$ cat src/rtl/ccd_line_scheduler_if.sv
`default_nettype none
// ============================================================================
// Module      : ccd_line_scheduler_if
// Description : Host/driver-side bundle for the CCD line scheduler. It carries
//               the scan controls, timing configuration, the driver pixel
//               strobe and all framing/status outputs.
// Revision    : 1.0 - initial release
// ============================================================================
interface ccd_line_scheduler_if #(
  parameter int PIX_W    = 12,
  parameter int PERIOD_W = 24,
  parameter int SH_W     = 8
);
  // Control and configuration, driven by host registers / sensor driver
  logic                run;
  logic                single;
  logic [PERIOD_W-1:0] period;
  logic [SH_W-1:0]     sh_width;
  logic [SH_W-1:0]     sh_guard;
  logic                pix_stb;
  logic                clr_err;

  // Sequencing, framing and status, driven by the scheduler
  logic                drv_en;
  logic                sh;
  logic                line_start;
  logic                pix_valid;
  logic [PIX_W-1:0]    pix_idx;
  logic                line_last;
  logic [15:0]         line_cnt;
  logic                busy;
  logic                overrun;

  // Host / environment side
  modport master (
    output run, single, period, sh_width, sh_guard, pix_stb, clr_err,
    input  drv_en, sh, line_start, pix_valid, pix_idx, line_last,
           line_cnt, busy, overrun
  );

  // Scheduler side
  modport slave (
    input  run, single, period, sh_width, sh_guard, pix_stb, clr_err,
    output drv_en, sh, line_start, pix_valid, pix_idx, line_last,
           line_cnt, busy, overrun
  );
endinterface
`default_nettype wire

$ cat src/rtl/ccd_line_scheduler.sv
`default_nettype none
// ============================================================================
// Module      : ccd_line_scheduler
// Description : Line-scan sequencer for linear CCD drivers. Gates the driver
//               clock phases, generates the SH transfer pulse with guard
//               times, frames the driver pixel strobes into an indexed line
//               and enforces a programmable line period with overrun flag.
// Revision    : 1.0 - initial release
// ============================================================================
module ccd_line_scheduler #(
  parameter int PIX_NUM  = 3048,
  parameter int PIX_W    = 12,
  parameter int PERIOD_W = 24,
  parameter int SH_W     = 8
) (
  input  logic                  sys_clk,
  input  logic                  reset,
  ccd_line_scheduler_if.slave   bus
);

  typedef enum logic [2:0] {
    S_IDLE    = 3'd0,
    S_GUARD_A = 3'd1,
    S_SH_HI   = 3'd2,
    S_GUARD_B = 3'd3,
    S_READOUT = 3'd4,
    S_WAIT    = 3'd5
  } state_t;

  // Index of the final pixel of a line in pix_idx width
  localparam logic [PIX_W-1:0] c_last_idx = PIX_W'(PIX_NUM - 1);

  // ---------------------------------------------------------------------------
  // State, shadow configuration and counters
  // ---------------------------------------------------------------------------
  state_t              r_state;
  logic [PERIOD_W-1:0] r_per_lim;   // latched period-1 (period 0 behaves as 1)
  logic [SH_W-1:0]     r_shw_q;     // latched sh_width
  logic [SH_W-1:0]     r_shg_q;     // latched sh_guard
  logic [PERIOD_W-1:0] r_pcnt;      // cycles since line_start, saturating
  logic [SH_W-1:0]     r_dcnt;      // cycles spent in the current guard/SH phase
  logic [PIX_W-1:0]    r_pix_cnt;   // strobes accepted so far this line
  logic                r_expired;   // period limit already reached this line

  // Registered outputs
  logic                r_drv_en;
  logic                r_sh;
  logic                r_line_start;
  logic                r_pix_valid;
  logic [PIX_W-1:0]    r_pix_idx;
  logic                r_line_last;
  logic [15:0]         r_line_cnt;
  logic                r_busy;
  logic                r_overrun;

  // ---------------------------------------------------------------------------
  // Decode helpers
  // ---------------------------------------------------------------------------
  state_t              w_nxt;
  logic                w_enter;       // a new line begins at the next edge
  state_t              w_entry_state; // first state of a new line
  logic                w_pcnt_at_lim;
  logic [SH_W-1:0]     w_sh_m1;
  logic [SH_W-1:0]     w_g_m1;
  logic                w_pre_wait;
  logic                w_ovr_set;
  logic                w_pix_take;
  logic                w_pix_last;
  logic                w_phase_chg;

  assign w_pcnt_at_lim = (r_pcnt == r_per_lim);
  // A zero SH width still produces a one-cycle pulse
  assign w_sh_m1       = (r_shw_q == '0) ? '0 : (r_shw_q - 1'b1);
  assign w_g_m1        = r_shg_q - 1'b1;
  // With no guard time the line opens directly with the SH pulse
  assign w_entry_state = (bus.sh_guard == '0) ? S_SH_HI : S_GUARD_A;

  assign w_pre_wait = (r_state == S_GUARD_A) || (r_state == S_SH_HI) ||
                      (r_state == S_GUARD_B) || (r_state == S_READOUT);
  // Only the first time the limit is hit in a line counts as an overrun event
  assign w_ovr_set  = w_pre_wait && w_pcnt_at_lim && !r_expired;

  // r_line_last marks the cycle after the final strobe; strobes are ignored then
  assign w_pix_take = (r_state == S_READOUT) && bus.pix_stb && !r_line_last;
  assign w_pix_last = w_pix_take && (r_pix_cnt == c_last_idx);

  assign w_phase_chg = (w_nxt != r_state) || w_enter;

  // Next-state decode for the line sequencer
  always_comb begin
    w_nxt   = r_state;
    w_enter = 1'b0;
    case (r_state)
      S_IDLE: begin
        if (bus.run || bus.single) begin
          w_enter = 1'b1;
        end
      end
      S_GUARD_A: begin
        if (r_dcnt == w_g_m1) begin
          w_nxt = S_SH_HI;
        end
      end
      S_SH_HI: begin
        if (r_dcnt == w_sh_m1) begin
          w_nxt = (r_shg_q == '0) ? S_READOUT : S_GUARD_B;
        end
      end
      S_GUARD_B: begin
        if (r_dcnt == w_g_m1) begin
          w_nxt = S_READOUT;
        end
      end
      S_READOUT: begin
        // Leave once the last pixel has been presented
        if (r_line_last) begin
          if (!bus.run) begin
            w_nxt = S_IDLE;
          end else if (w_pcnt_at_lim) begin
            // Period already spent: start the next line back-to-back
            w_enter = 1'b1;
          end else begin
            w_nxt = S_WAIT;
          end
        end
      end
      S_WAIT: begin
        if (!bus.run) begin
          w_nxt = S_IDLE;
        end else if (w_pcnt_at_lim) begin
          w_enter = 1'b1;
        end
      end
      default: begin
        w_nxt = S_IDLE;
      end
    endcase
    if (w_enter) begin
      w_nxt = w_entry_state;
    end
  end

  // Sequencer state, counters, shadow registers and registered outputs
  always_ff @(posedge sys_clk) begin
    if (reset) begin
      r_state      <= S_IDLE;
      r_per_lim    <= '0;
      r_shw_q      <= '0;
      r_shg_q      <= '0;
      r_pcnt       <= '0;
      r_dcnt       <= '0;
      r_pix_cnt    <= '0;
      r_expired    <= 1'b0;
      r_drv_en     <= 1'b0;
      r_sh         <= 1'b0;
      r_line_start <= 1'b0;
      r_pix_valid  <= 1'b0;
      r_pix_idx    <= '0;
      r_line_last  <= 1'b0;
      r_line_cnt   <= '0;
      r_busy       <= 1'b0;
      r_overrun    <= 1'b0;
    end else begin
      r_state      <= w_nxt;
      r_busy       <= (w_nxt != S_IDLE);
      r_drv_en     <= (w_nxt != S_IDLE);
      r_sh         <= (w_nxt == S_SH_HI);
      r_line_start <= w_enter;

      // Line entry: capture configuration so it is stable for the whole line
      if (w_enter) begin
        r_per_lim <= (bus.period == '0) ? '0 : (bus.period - 1'b1);
        r_shw_q   <= bus.sh_width;
        r_shg_q   <= bus.sh_guard;
      end

      // Period counter, measured from line_start and saturating at the limit
      if (w_enter) begin
        r_pcnt <= '0;
      end else if ((r_state != S_IDLE) && !w_pcnt_at_lim) begin
        r_pcnt <= r_pcnt + 1'b1;
      end

      if (w_enter) begin
        r_expired <= 1'b0;
      end else if ((r_state != S_IDLE) && w_pcnt_at_lim) begin
        r_expired <= 1'b1;
      end

      // Phase duration counter for GUARD_A / SH_HI / GUARD_B
      if (w_phase_chg) begin
        r_dcnt <= '0;
      end else if (w_pre_wait && (r_state != S_READOUT)) begin
        r_dcnt <= r_dcnt + 1'b1;
      end

      // Pixel framing: one qualified pixel per accepted strobe
      r_pix_valid <= 1'b0;
      r_line_last <= 1'b0;
      if (w_enter) begin
        r_pix_cnt <= '0;
      end else if (w_pix_take) begin
        r_pix_valid <= 1'b1;
        r_pix_idx   <= r_pix_cnt;
        r_line_last <= w_pix_last;
        r_pix_cnt   <= r_pix_cnt + 1'b1;
      end
      if (w_pix_last) begin
        r_line_cnt <= r_line_cnt + 1'b1;
      end

      // Sticky overrun; a new overrun event wins over a simultaneous clear
      if (w_ovr_set) begin
        r_overrun <= 1'b1;
      end else if (bus.clr_err) begin
        r_overrun <= 1'b0;
      end
    end
  end

  assign bus.drv_en     = r_drv_en;
  assign bus.sh         = r_sh;
  assign bus.line_start = r_line_start;
  assign bus.pix_valid  = r_pix_valid;
  assign bus.pix_idx    = r_pix_idx;
  assign bus.line_last  = r_line_last;
  assign bus.line_cnt   = r_line_cnt;
  assign bus.busy       = r_busy;
  assign bus.overrun    = r_overrun;

endmodule
`default_nettype wire

$ cat src/flat_wrapper.sv
// flat-port wrapper written by rule: the top's interface ports become plain ports
module ccd_line_scheduler_flat 
#(
  parameter int PIX_NUM  = 3048,
  parameter int PIX_W    = 12,
  parameter int PERIOD_W = 24,
  parameter int SH_W     = 8
)
  (sys_clk, reset, bus_run, bus_single, bus_period, bus_sh_width, bus_sh_guard, bus_pix_stb, bus_clr_err, bus_drv_en, bus_sh, bus_line_start, bus_pix_valid, bus_pix_idx, bus_line_last, bus_line_cnt, bus_busy, bus_overrun);
  ccd_line_scheduler_if #(.PIX_W(PIX_W), .PERIOD_W(PERIOD_W), .SH_W(SH_W)) bus_i ();
  input  logic sys_clk;
  input  logic reset;
  input wire logic [$bits(bus_i.run)-1:0] bus_run;
  input wire logic [$bits(bus_i.single)-1:0] bus_single;
  input wire logic [$bits(bus_i.period)-1:0] bus_period;
  input wire logic [$bits(bus_i.sh_width)-1:0] bus_sh_width;
  input wire logic [$bits(bus_i.sh_guard)-1:0] bus_sh_guard;
  input wire logic [$bits(bus_i.pix_stb)-1:0] bus_pix_stb;
  input wire logic [$bits(bus_i.clr_err)-1:0] bus_clr_err;
  output wire logic [$bits(bus_i.drv_en)-1:0] bus_drv_en;
  output wire logic [$bits(bus_i.sh)-1:0] bus_sh;
  output wire logic [$bits(bus_i.line_start)-1:0] bus_line_start;
  output wire logic [$bits(bus_i.pix_valid)-1:0] bus_pix_valid;
  output wire logic [$bits(bus_i.pix_idx)-1:0] bus_pix_idx;
  output wire logic [$bits(bus_i.line_last)-1:0] bus_line_last;
  output wire logic [$bits(bus_i.line_cnt)-1:0] bus_line_cnt;
  output wire logic [$bits(bus_i.busy)-1:0] bus_busy;
  output wire logic [$bits(bus_i.overrun)-1:0] bus_overrun;
  assign bus_i.run = bus_run;
  assign bus_i.single = bus_single;
  assign bus_i.period = bus_period;
  assign bus_i.sh_width = bus_sh_width;
  assign bus_i.sh_guard = bus_sh_guard;
  assign bus_i.pix_stb = bus_pix_stb;
  assign bus_i.clr_err = bus_clr_err;
  assign bus_drv_en = bus_i.drv_en;
  assign bus_sh = bus_i.sh;
  assign bus_line_start = bus_i.line_start;
  assign bus_pix_valid = bus_i.pix_valid;
  assign bus_pix_idx = bus_i.pix_idx;
  assign bus_line_last = bus_i.line_last;
  assign bus_line_cnt = bus_i.line_cnt;
  assign bus_busy = bus_i.busy;
  assign bus_overrun = bus_i.overrun;
  ccd_line_scheduler #(.PIX_NUM(PIX_NUM), .PIX_W(PIX_W), .PERIOD_W(PERIOD_W), .SH_W(SH_W)) u_core (.sys_clk(sys_clk), .reset(reset), .bus(bus_i));
endmodule
$ cat config.mk
export PLATFORM = sky130hd
export DESIGN_NAME = ccd_line_scheduler_flat
export DESIGN_NICKNAME = d
export VERILOG_FILES = /design/src/rtl/ccd_line_scheduler_if.sv /design/src/rtl/ccd_line_scheduler.sv /design/src/flat_wrapper.sv
export SDC_FILE = /design/constraint.sdc
export NUM_CORES = 1
export LEC_CHECK = 0
export CAP_MARGIN = 20
export CORE_ASPECT_RATIO = 1.1
export CORE_MARGIN = 3
export CORE_UTILIZATION = 36
export CTS_CLUSTER_SIZE = 8
export DETAILED_ROUTE_END_ITERATION = 10
export PLACE_DENSITY_LB_ADDON = 0.1
export SYNTH_ARGS = -nofsm -noshare
export SYNTH_HDL_FRONTEND = slang
export SYNTH_SLANG_ARGS = --single-unit
$ cat constraint.sdc
create_clock -name sys_clk -period 7.5 [get_ports sys_clk]
set_clock_uncertainty 0.1 [all_clocks]
set_input_delay 1.5 -clock sys_clk [delete_from_list [all_inputs] [get_ports sys_clk]]
set_output_delay 1.5 -clock sys_clk [all_outputs]
set_load 0.005 [all_outputs]
Word-level counts from Yosys, hierarchy flattened

Index checks and enable logic that the tools add are counted.
Widths: inputs -> output; s select.

Output and inout bits: 35
Word-level logic and storage cells: 86
Register bits after elaboration: 122
Input port bits: 46

Muxes and demuxes: 21
Eq/ne operators: 12
$add $sub $neg: 7
Reduce and logical (&&, ||, !) cells: 28
Bitwise logic cells: 2

Operators by type and width:

| kind                  | number |
|---|---|
| $mux 3                | 9 |
| $add 24x1->24 const B | 1 |
| $eq 24x24->1          | 1 |
| $logic_not 24->1      | 1 |
| $logic_not 8->1       | 3 |
| $mux 24               | 1 |
| $sub 24x1->24 const B | 1 |
| $pmux 3 s6            | 1 |
| $add 16x1->16 const B | 1 |
| $eq 8x8->1            | 2 |
| $sub 8x1->8 const B   | 2 |
| $add 12x1->12 const B | 1 |
| $eq 12x12->1 const B  | 1 |
| $eq 3x2->1 const B    | 3 |
| $add 8x1->8 const B   | 1 |
| $logic_and 1x1->1     | 8 |
| $mux 8                | 1 |
| $mux 1                | 7 |
| $eq 3x3->1 const B    | 2 |
| $reduce_bool 3->1     | 2 |
| $logic_or 1x1->1      | 5 |
| $reduce_or 2->1       | 2 |
| $eq 3x1->1 const B    | 1 |
| $logic_not 1->1       | 3 |
| 9 further kinds       | 10 |

Longest topological paths before layout

Gate-level depths: netlist (run 1).

Word-level depth: 9
Depth in mapped cells: 10
Mapped depth without buffers: 9

Worst setup path before layout (run 1)

OpenSTA, ideal clock, no wires.

Path kind: input port to flip-flop
Start: in bus_period[14]
End: reg u_core.r_per_lim[10]
Slack: 3.635 ns
Path buffers: 1
Library setup time: 0.115 ns
Data arrival time: 3.650 ns
Cell stages on the path: 7
Required time: 7.285 ns
Cell sequence: or4_4 nor4_4 or3b_1 or3_4 o41ai_4 buf_6 o21ai_2

Cells in the longest elaborated chain, start to end: 2

RTL lines:

| what                 | RTL line                  | source |
|---|---|---|
| from (decl)          | flat_wrapper.sv:15        | `input wire logic [$bits(bus_i.period)-1:0] bus_period;` |
| $logic_not 24->1     | ccd_line_scheduler.sv:172 | `r_per_lim <= (bus.period == '0) ? '0 : (bus.period - 1'b1);` |
| $mux 24              | ccd_line_scheduler.sv:172 |  |
| to (signal assigned) | ccd_line_scheduler.sv:172 |  |
| to (decl)            | ccd_line_scheduler.sv:37  | `logic [PERIOD_W-1:0] r_per_lim;` |

No other way between the ends.
A chain may end at the register's enable or synchronous reset.

Final worst setup path (run 1)

Start: in bus_period[13]
End: reg u_core.r_per_lim[5]

Same word-level chain as after synthesis.

==> flow_summary.json, run 1 <==
{
  "power_density_mw_per_mm2": 211,
  "drv_cap": 0,
  "overflow": 0,
  "routed_wl_microns": 15100,
  "regArea_sq_mm": 0.00244,
  "worstSetupPathType": "input port to flip-flop",
  "holdCritPathClass": "flip-flop to flip-flop",
  "cts.sink_count": 122,
  "cts_tree": "built",
  "final_common_cell": "dfxtp_1",
  "max_freq_ghz": 0.245,
  "finalSetupViolCount": 0,
  "reg2reg_slack_ns": 3.95,
  "drt_first_pass_iters": 4,
  "start_util_pct": 36.9,
  "post_cts_buffers": 0,
  "holdCritStartpoint": "u_core.bus.pix_idx[1]",
  "io_buffers": 80,
  "cts_resized": 0,
  "cts_root_buf": "clkbuf_16",
  "endpoint_kind": "flip-flop",
  "setup_ws_ns": 3.42,
  "irDropWorstVdd_mv": 0.157,
  "multi_input_area_sq_mm": 0.00364,
  "clk_latency_ns": 0.41,
  "syn_nets": 819,
  "rows": 50,
  "antenna_found_initial": 0,
  "grt_pass1_wl_microns": 25300,
  "startpoint_type": "input port",
  "final_cell_mix": "dfxtp_1 (122), nor2_1 (93), nand2_1 (90)",
  "slew_violations": 0,
  "io_pins": 81,
  "worstPathCellList": "clkdlybuf4s50_1, or4_4, nor4_4, or3b_1, or3_4, o41ai_4, buf_4, o21ai_0",
  "synthFlopType": "dfxtp_1",
  "nets": 884,
  "period_needed_ns": 4.08,
  "avgSynthCellArea_sq_um": 8.28,
  "yosys_warnings": 0,
  "syn_inst": 765,
  "die_area_sq_mm": 0.0192,
  "fin_area_sq_mm": 0.00787,
  "yosysSeqAreaShare_pct": 38.6,
  "postPlaceCellArea_sq_mm": 0.00729,
  "slowest_stage": "or4_4",
  "hold_violations": 0,
  "clk_pin_slew_ns": 0.05,
  "rr_endpoint": "u_core.r_dcnt[1]",
  "p_leak_nw": 2.77,
  "arrival_ns": 4.25,
  "drt_iter0_markers": 288,
  "fp.dieH_microns": 145,
  "path_depth": 8,
  "coreArea_sq_mm": 0.0171,
  "wl_per_cell_microns": 14.0,
  "fin_tns_setup_ns": 0,
  "grt.total_usage_pct": 15.7,
  "clock_path_buffers": 2,
  "endpoint": "u_core.r_per_lim[5]",
  "critPathMaxStageDelay_ns": 0.58,
  "drt-vias-per-instance": 5.00,
  "timing.critical_path.fanout_max": 24,
  "tightestPinTransition_ns": 1.04,
  "fp.dieW_microns": 132,
  "gp_congestion": 0.815,
  "drive_above_1_share_pct": 6.18,
  "route.vias.total": 5378,
  "grt_pass1_vias": 5260,
  "post-place-ws_ns": 2.99,
  "drc": 0,
  "power_mw": 1.66,
  "netlist_area_sq_mm": 0.00633,
  "critPathBufInv": 2,
  "path_delay_family": "simple AND/OR/NAND/NOR gates",
  "ys_ff_latch": 122,
  "holdWs_ns": 0.355,
  "post-dp-hpwl_microns": 11300,
  "critical_path_required_ns": 7.67,
  "numCtsBuffers": 17,
  "outcome": "completed",
  "reg2reg_depth": 9,
  "ys_types": 60,
  "rsz0062_at_grt": "false",
  "antenna_left": 0,
  "async_reset_ff_share_pct": 0,
  "relSlewSlack_pct": 30.3,
  "fin_crit_sh_pct": 54.4,
  "grt_max_degree": 52,
  "synth-edff-count": 0,
  "htreeDepth": 4,
  "regToRegStartpoint": "u_core.r_shw_q[0]",
  "syn2layout_area_growth_pct": 24.2,
  "worstSetupStartpoint": "bus_period[13]",
  "cts_hold_buf": 0,
  "nFillCells": 1716,
  "diodes": 0
}
==> sequential cells by signal (all words and copies together) (netlist names) <==
name                   flops
u_core.bus.line_last       1
u_core.r_pix_cnt          12
u_core.bus.pix_idx        12
u_core.bus.overrun         1
u_core.r_dcnt              8
u_core.bus.pix_valid       1
u_core.bus.line_start      1
u_core.bus.sh              1
u_core.r_expired           1
u_core.bus.line_cnt       16
u_core.r_shw_q             8
u_core.bus.drv_en          1
u_core.r_state             3
u_core.r_per_lim          24
u_core.r_shg_q             8
u_core.r_pcnt             24
==> power breakdown <==
part / internal (mW) / switching, mW
clock network: 0.519 / 0.279
registers: 0.667 / 0.0200
logic: 0.0799 / 0.0924
==> cells by family (layout without fill, tap and decap cells) <==
group,Yosys count,count (layout),synth area share [%]
buffers and inverters,62,138,3.99
multiplexers,19,19,3.00
AO/OA/AOI/OAI,118,118,12.3
flip-flops,122,122,38.6
XOR/XNOR,109,109,15.1
AND/OR/NAND/NOR,327,327,25.5
adder cells (fa/ha/maj),8,8,1.58
==> worst min path at each step <==
stage               slack, ns  cells after the start                     end
finish                   0.36                      2   u_core.bus.pix_idx[1]
global route             0.38                      2  u_core.bus.pix_idx[11]
CTS                      0.36                      2   u_core.bus.pix_idx[4]
detailed placement       0.35                      2   u_core.bus.pix_idx[4]
global placement         0.35                      2        u_core.r_expired
floorplan                0.33                      2        u_core.r_expired
==> per-layer routing <==
metal  vias to the layer above  global-route usage, %  part of all wire (%)  wire length [microns]
li1                       2773                      -                     -                      -
met1                      2520                   18.7                    44                   6570
met2                        73                   27.7                    52                   7790
met3                        12                   4.13                   3.3                    500
met4                         0                   4.83                   1.3                    197
met5                         -                      0                     0                      0
==> synth_stat cells (all sizes together), types with 2 or more instances <==
cell type,number,area (sq um)
nor4,19,134
a21oi,33,165
o21ai,44,258
ha,8,100
inv,23,86.3
a2111oi,3,27.5
buf,9,53.8
or4b,2,20.0
and3b,2,17.5
o21bai,2,15.0
nand3b,5,37.5
and2,8,50.1
nand2b,3,18.8
and4,3,26.3
nand3,17,85.1
or4,5,41.3
a211oi,13,97.6
mux2i,19,190
nand2,90,338
xor2,50,438
dfxtp,122,2440
nor3b,6,45.0
o211ai,3,22.5
or2,4,25.0
or3,13,86.3
and3,9,56.3
nor2,93,349
nor3,23,115
nand4,16,100
a31oi,3,18.8
xnor2,59,517
nor2b,4,25.0
nor4b,3,26.3
o2111ai,4,35.0
clkbuf,29,109
==> tightest hold or removal path, stage by stage, from the launching register on <==
cell and delay (ns):
dfxtp_1 0.31, nand2_1 0.05, a21oi_1 0.05
==> metrics by stage <==
step                utilization (%)  std cells
finish                         45.9       1075
global placement               42.5       1045
CTS                            45.9       1075
global route                   45.9       1075
floorplan                         -        765
detailed placement             42.5       1045
==> final cells by class <==
type / instances / area share, %
multi-input combinational: 581 / 46.2
clock inverter: 7 / 1.16
tap: 234 / 3.72
sequential: 122 / 31.0
inverter: 24 / 1.15
clock buffer: 23 / 6.20
timing repair buffer: 84 / 10.5
No activity file was read; power rests on OpenSTA's default activity.
==> inputs of run 2 (changes only) <==
==> constraint.sdc (replaced) <==
create_clock -name sys_clk -period 4 [get_ports sys_clk]
set_clock_uncertainty 0.1 [all_clocks]
set_input_delay 0.8 -clock sys_clk [delete_from_list [all_inputs] [get_ports sys_clk]]
set_output_delay 0.8 -clock sys_clk [all_outputs]
set_load 0.005 [all_outputs]
==> run 2 against run 1 <==
Effect of this change: worst hold slack gained 0.0017 ns; first-iteration DRC count shrank 28%; wire length shrank 0.16%; non-clock buffer count grew 1; worst setup slack lost 2.7 ns; highest routed layer unchanged; combinational power grew 91%; total power grew 99%; cell count grew 0.28%; clock power grew 110%; critical endpoint is now u_core.r_per_lim[19]; register-to-register slack lost 3.1 ns; largest power group unchanged; via count grew 1.2%; count of clock-buffer cells in the layout shrank 6.
==> flow_summary.json, run 2 (synthesis results as in run 1) <==
{
  "outcome": "completed",
  "routed_wl_microns": 15000,
  "power_mw": 3.29,
  "tightestPinTransition_ns": 1.05,
  "fp.dieH_microns": 145,
  "postPlaceCellArea_sq_mm": 0.00731,
  "htreeDepth": 4,
  "start_util_pct": 36.9,
  "slew_violations": 0,
  "cts_tree": "built",
  "regToRegStartpoint": "u_core.r_shw_q[0]",
  "fin_area_sq_mm": 0.00796,
  "rsz0062_at_grt": "false",
  "io_buffers": 80,
  "hold_violations": 0,
  "endpoint_kind": "flip-flop",
  "gp_congestion": 0.830,
  "final_common_cell": "dfxtp_1",
  "layout.cells.non_filler": 1078,
  "post_cts_buffers": 0,
  "rows": 50,
  "overflow": 0,
  "final_cell_mix": "dfxtp_1 (122), nor2_1 (93), nand2_1 (90)",
  "arrival_ns": 3.51,
  "worstSetupPathType": "input port to flip-flop",
  "critical_path_required_ns": 4.20,
  "drt_first_pass_iters": 4,
  "whs_endpoint": "u_core.bus.pix_idx[4]",
  "drc": 0,
  "nFillCells": 1759,
  "die_area_sq_mm": 0.0192,
  "max_freq_ghz": 0.302,
  "drv_cap": 0,
  "nets": 885,
  "fp.dieW_microns": 132,
  "clk_latency_ns": 0.42,
  "clk_pin_slew_ns": 0.06,
  "post-dp-hpwl_microns": 11300,
  "period_needed_ns": 3.31,
  "fin_tns_setup_ns": 0,
  "grt_pass1_wl_microns": 25500,
  "fin_crit_sh_pct": 82.8,
  "syn2layout_area_growth_pct": 25.6,
  "coreArea_sq_mm": 0.0171,
  "drive_above_1_share_pct": 6.75,
  "cts_hold_buf": 0,
  "place_inst": 1046,
  "clock_path_buffers": 2,
  "startpoint_type": "input port",
  "fin_util_pct": 46.4,
  "grt.total_usage_pct": 15.9,
  "io_pins": 81,
  "holdCritPathClass": "flip-flop to flip-flop",
  "worstSetupStartpoint": "bus_period[13]",
  "rr_endpoint": "u_core.r_dcnt[5]",
  "p_leak_nw": 2.81,
  "diodes": 0,
  "reg2reg_slack_ns": 0.82,
  "relSlewSlack_pct": 29.9,
  "route.vias.total": 5440,
  "reg2reg_depth": 8,
  "cts_root_buf": "clkbuf_16",
  "wl_per_cell_microns": 14.0,
  "holdPathStages": 2,
  "drt_iter0_markers": 206,
  "holdCritStartpoint": "u_core.bus.pix_idx[4]",
  "finalSetupViolCount": 0,
  "cts.sink_count": 122,
  "antenna_found_initial": 0,
  "antenna_left": 0,
  "numCtsBuffers": 17,
  "irDropWorstVdd_mv": 0.271,
  "drt-vias-per-instance": 5.05,
  "grt_max_degree": 51,
  "power_density_mw_per_mm2": 414,
  "timing.critical_path.fanout_max": 24,
  "cts_resized": 0,
  "grt_pass1_vias": 5313
}
[run 2: how the worst max path moves through the flow]
stage / to / slack [ns] / cells past startpoint
4_1_cts: u_core.r_per_lim[19] / 0.68 / 8
5_1_grt: u_core.bus.sh / 0.52 / 8
6_report: u_core.r_per_lim[19] / 0.69 / 8
2_1_floorplan: u_core.r_per_lim[10] / 0.83 / 7
3_5_place_dp: u_core.r_per_lim[16] / 0.26 / 8
3_3_place_gp: u_core.r_per_lim[23] / 0.33 / 8
[run 2: layout make-up]
cell class,count,area (sq um),share of cell area [%]
Clock buffer,17,425,5.35
Clock inverter,15,223,2.80
Inverter,24,90.1,1.13
Multi-Input combinational cell,581,3640,45.7
Sequential cell,122,2440,30.7
Tap cell,234,293,3.68
Timing Repair Buffer,85,846,10.6
[run 2: metal layers]
metal | part of all wire, % | GRT usage [%] | up-vias
li1 | - | - | 2785
met1 | 44 | 19.1 | 2582
met2 | 53 | 28.0 | 58
met3 | 2.3 | 3.81 | 15
met4 | 1.2 | 4.52 | 0
met5 | 0 | 0 | -
[run 2: where the power goes]
part           internal [mW]  total (mW)  leakage (nW)  switching (mW)
Clock                   1.11        1.68         0.310           0.573
Sequential              1.25        1.29         0.991          0.0366
Combinational          0.154       0.329          1.51           0.175
[run 2: critical path, stage by stage]
cell	delay, ns
clkdlybuf4s50_1	0.47
or4_4	0.58
nor4_4	0.18
or3b_1	0.42
or3_4	0.37
o41ai_4	0.35
buf_12	0.22
o21ai_0	0.11
[run 2: through the flow]
step	setup WS [ns]	hold WS (ns)
2_1_floorplan	0.835	0.328
3_3_place_gp	0.334	0.344
3_5_place_dp	0.257	0.351
4_1_cts	0.680	0.358
5_1_grt	0.519	0.387
6_report	0.688	0.357
==> inputs of run 3 (changes only) <==
==> constraint.sdc (replaced) <==
create_clock -name sys_clk -period 3.4 [get_ports sys_clk]
set_clock_uncertainty 0.1 [all_clocks]
set_input_delay 0.68 -clock sys_clk [delete_from_list [all_inputs] [get_ports sys_clk]]
set_output_delay 0.68 -clock sys_clk [all_outputs]
set_load 0.005 [all_outputs]
==> run 3 against run 2 <==
Effect of this change: first-iteration DRC count decreased by 16%; register-to-register slack lost 0.37 ns; wire length grew 0.32%; total power increased by 19%; worst hold slack lost 0.0018 ns; die area is the same; cell count is 1.8% higher; global-route usage up 0.12 points; largest cell class unchanged.
==> flow_summary.json, run 3 (synthesis results as in run 1) <==
{
  "drv_cap": 0,
  "drc": 0,
  "irDropWorstVdd_mv": 0.339,
  "grt_max_degree": 45,
  "whs_endpoint": "u_core.bus.pix_idx[10]",
  "holdCritStartpoint": "u_core.bus.pix_idx[10]",
  "critPathBufInv": 2,
  "post-dp-hpwl_microns": 11400,
  "reg2reg_depth": 8,
  "rows": 50,
  "antenna_left": 0,
  "clk_pin_slew_ns": 0.06,
  "rsz0062_at_grt": "false",
  "antenna_found_initial": 0,
  "drt_iter0_markers": 174,
  "worstPathCellList": "clkdlybuf4s50_1, or4_4, nor4_4, or3b_1, or3_4, o41ai_4, buf_12, o21ai_0",
  "max_freq_ghz": 0.324,
  "htreeDepth": 4,
  "syn2layout_area_growth_pct": 28.2,
  "comb_power_share_pct": 10.3,
  "coreArea_sq_mm": 0.0171,
  "fp.dieH_microns": 145,
  "drt-vias-per-instance": 4.96,
  "rr_endpoint": "u_core.r_dcnt[7]",
  "final_common_cell": "dfxtp_1",
  "regArea_sq_mm": 0.00244,
  "wl_per_cell_microns": 13.8,
  "nets": 904,
  "reg2reg_slack_ns": 0.45,
  "setup_ws_ns": 0.317,
  "pwr-share-seq_pct": 38.5,
  "clk_latency_ns": 0.41,
  "fp.dieW_microns": 132,
  "clock_path_buffers": 2,
  "finalSetupViolCount": 0,
  "cts_root_buf": "clkbuf_16",
  "arrival_ns": 3.28,
  "cts_resized": 0,
  "drt_first_pass_iters": 6,
  "endpoint_kind": "flip-flop",
  "drive_above_1_share_pct": 8.81,
  "critical_path_required_ns": 3.60,
  "final_cell_mix": "dfxtp_1 (122), nor2_1 (93), nand2_1 (90)",
  "holdPathStages": 2,
  "p_sw_share_pct": 23.4,
  "io_pins": 81,
  "p_leak_nw": 2.90,
  "outcome": "completed",
  "fin_crit_sh_pct": 90.7,
  "timing.critical_path.fanout_max": 24,
  "critPathMaxStageDelay_ns": 0.57,
  "numCtsBuffers": 17,
  "path_delay_family": "simple AND/OR/NAND/NOR gates",
  "post_cts_buffers": 0,
  "gp_congestion": 0.794,
  "start_util_pct": 36.9,
  "slew_violations": 0,
  "hold_violations": 0,
  "tightestPinTransition_ns": 0.635,
  "p_int_mw": 3.01,
  "nFillCells": 1665,
  "cts_tree": "built",
  "cts.sink_count": 122,
  "diodes": 0,
  "grt.total_usage_pct": 16.0,
  "overflow": 0,
  "multi_input_area_sq_mm": 0.00364,
  "post-place-ws_ns": -0.101,
  "relSlewSlack_pct": 57.3,
  "place_inst": 1065,
  "holdWs_ns": 0.355,
  "worstSetupPathType": "input port to flip-flop",
  "grt_pass1_vias": 5304,
  "die_area_sq_mm": 0.0192,
  "grt_pass1_wl_microns": 25500,
  "p_sw_uw": 920,
  "route.vias.total": 5438,
  "fin_tns_setup_ns": 0,
  "regToRegStartpoint": "u_core.r_pcnt[12]",
  "power_density_mw_per_mm2": 484,
  "layout.cells.non_filler": 1097,
  "cts_hold_buf": 0,
  "io_buffers": 80,
  "holdCritPathClass": "flip-flop to flip-flop",
  "startpoint_type": "input port",
  "period_needed_ns": 3.08,
  "p_clk_share_pct": 51.3,
  "slowest_stage": "or4_4",
  "routed_wl_microns": 15100
}
==> run 3: changes by cell type in the layout (fill, tap and decap cells not counted) <==
cell,previous run,this run
inv_6,2,1
clkinvlp_4,3,4
buf_4,4,23
clkbuf_8,0,2
clkinv_2,3,0
clkinv_4,2,3
==> run 3: worst reg2reg max path, stage by stage, from the launching register on <==
cell	delay, ns
dfxtp_1	0.35
xor2_1	0.15
nor4_1	0.44
nand4_1	0.37
o31a_1	0.48
o21ai_0	0.36
o221ai_2	0.17
buf_4	0.18
a211oi_1	0.25
==> run 3: power groups by stage <==
stage          logic, mW  registers, mW  clock network [mW]
6_report           0.403           1.51                2.01
5_1_grt            0.450           1.52                2.13
3_5_place_dp       0.406           1.54                   0
3_3_place_gp       0.401           1.54                   0
4_1_cts            0.408           1.51                2.06
2_1_floorplan      0.260           1.53                   0
==> run 3: how the worst max path moves through the flow <==
stage / from / end / slack, ns / cells past startpoint
2_1_floorplan: bus_period[14] / u_core.r_per_lim[10] / 0.35 / 7
3_3_place_gp: bus_period[14] / u_core.r_per_lim[23] / -0.06 / 8
3_5_place_dp: bus_period[14] / u_core.r_per_lim[22] / -0.10 / 8
4_1_cts: bus_period[14] / u_core.r_per_lim[23] / 0.31 / 8
5_1_grt: u_core.r_pcnt[10] / u_core.r_dcnt[2] / 0.13 / 8
6_report: bus_period[14] / u_core.r_per_lim[4] / 0.32 / 8
==> run 3: metrics by stage <==
stage	power, mW	instance area [sq um]	utilization [%]
finish	3.93	8120	47.4
global route	4.10	8120	47.4
CTS	3.98	8120	47.4
detailed placement	1.95	7450	43.5
global placement	1.94	7450	43.5
floorplan	1.79	6330	-
==> run 3: layer usage <==
metal  up-vias  track usage, %  share of wire (%)
met1      2560            18.9                 44
met4         0            5.09                1.1
met5         -               0                  0
met2        57            28.3                 53
li1       2809               -                  -
met3        12            3.88                2.2
==> run 3: cell type report <==
cell class / count / share of cell area (%)
Inverter: 24 / 1.11
Sequential cell: 122 / 30.1
Multi-Input combinational cell: 581 / 44.8
Clock inverter: 13 / 2.65
Tap cell: 234 / 3.61
Timing Repair Buffer: 104 / 12.2
Clock buffer: 19 / 5.58
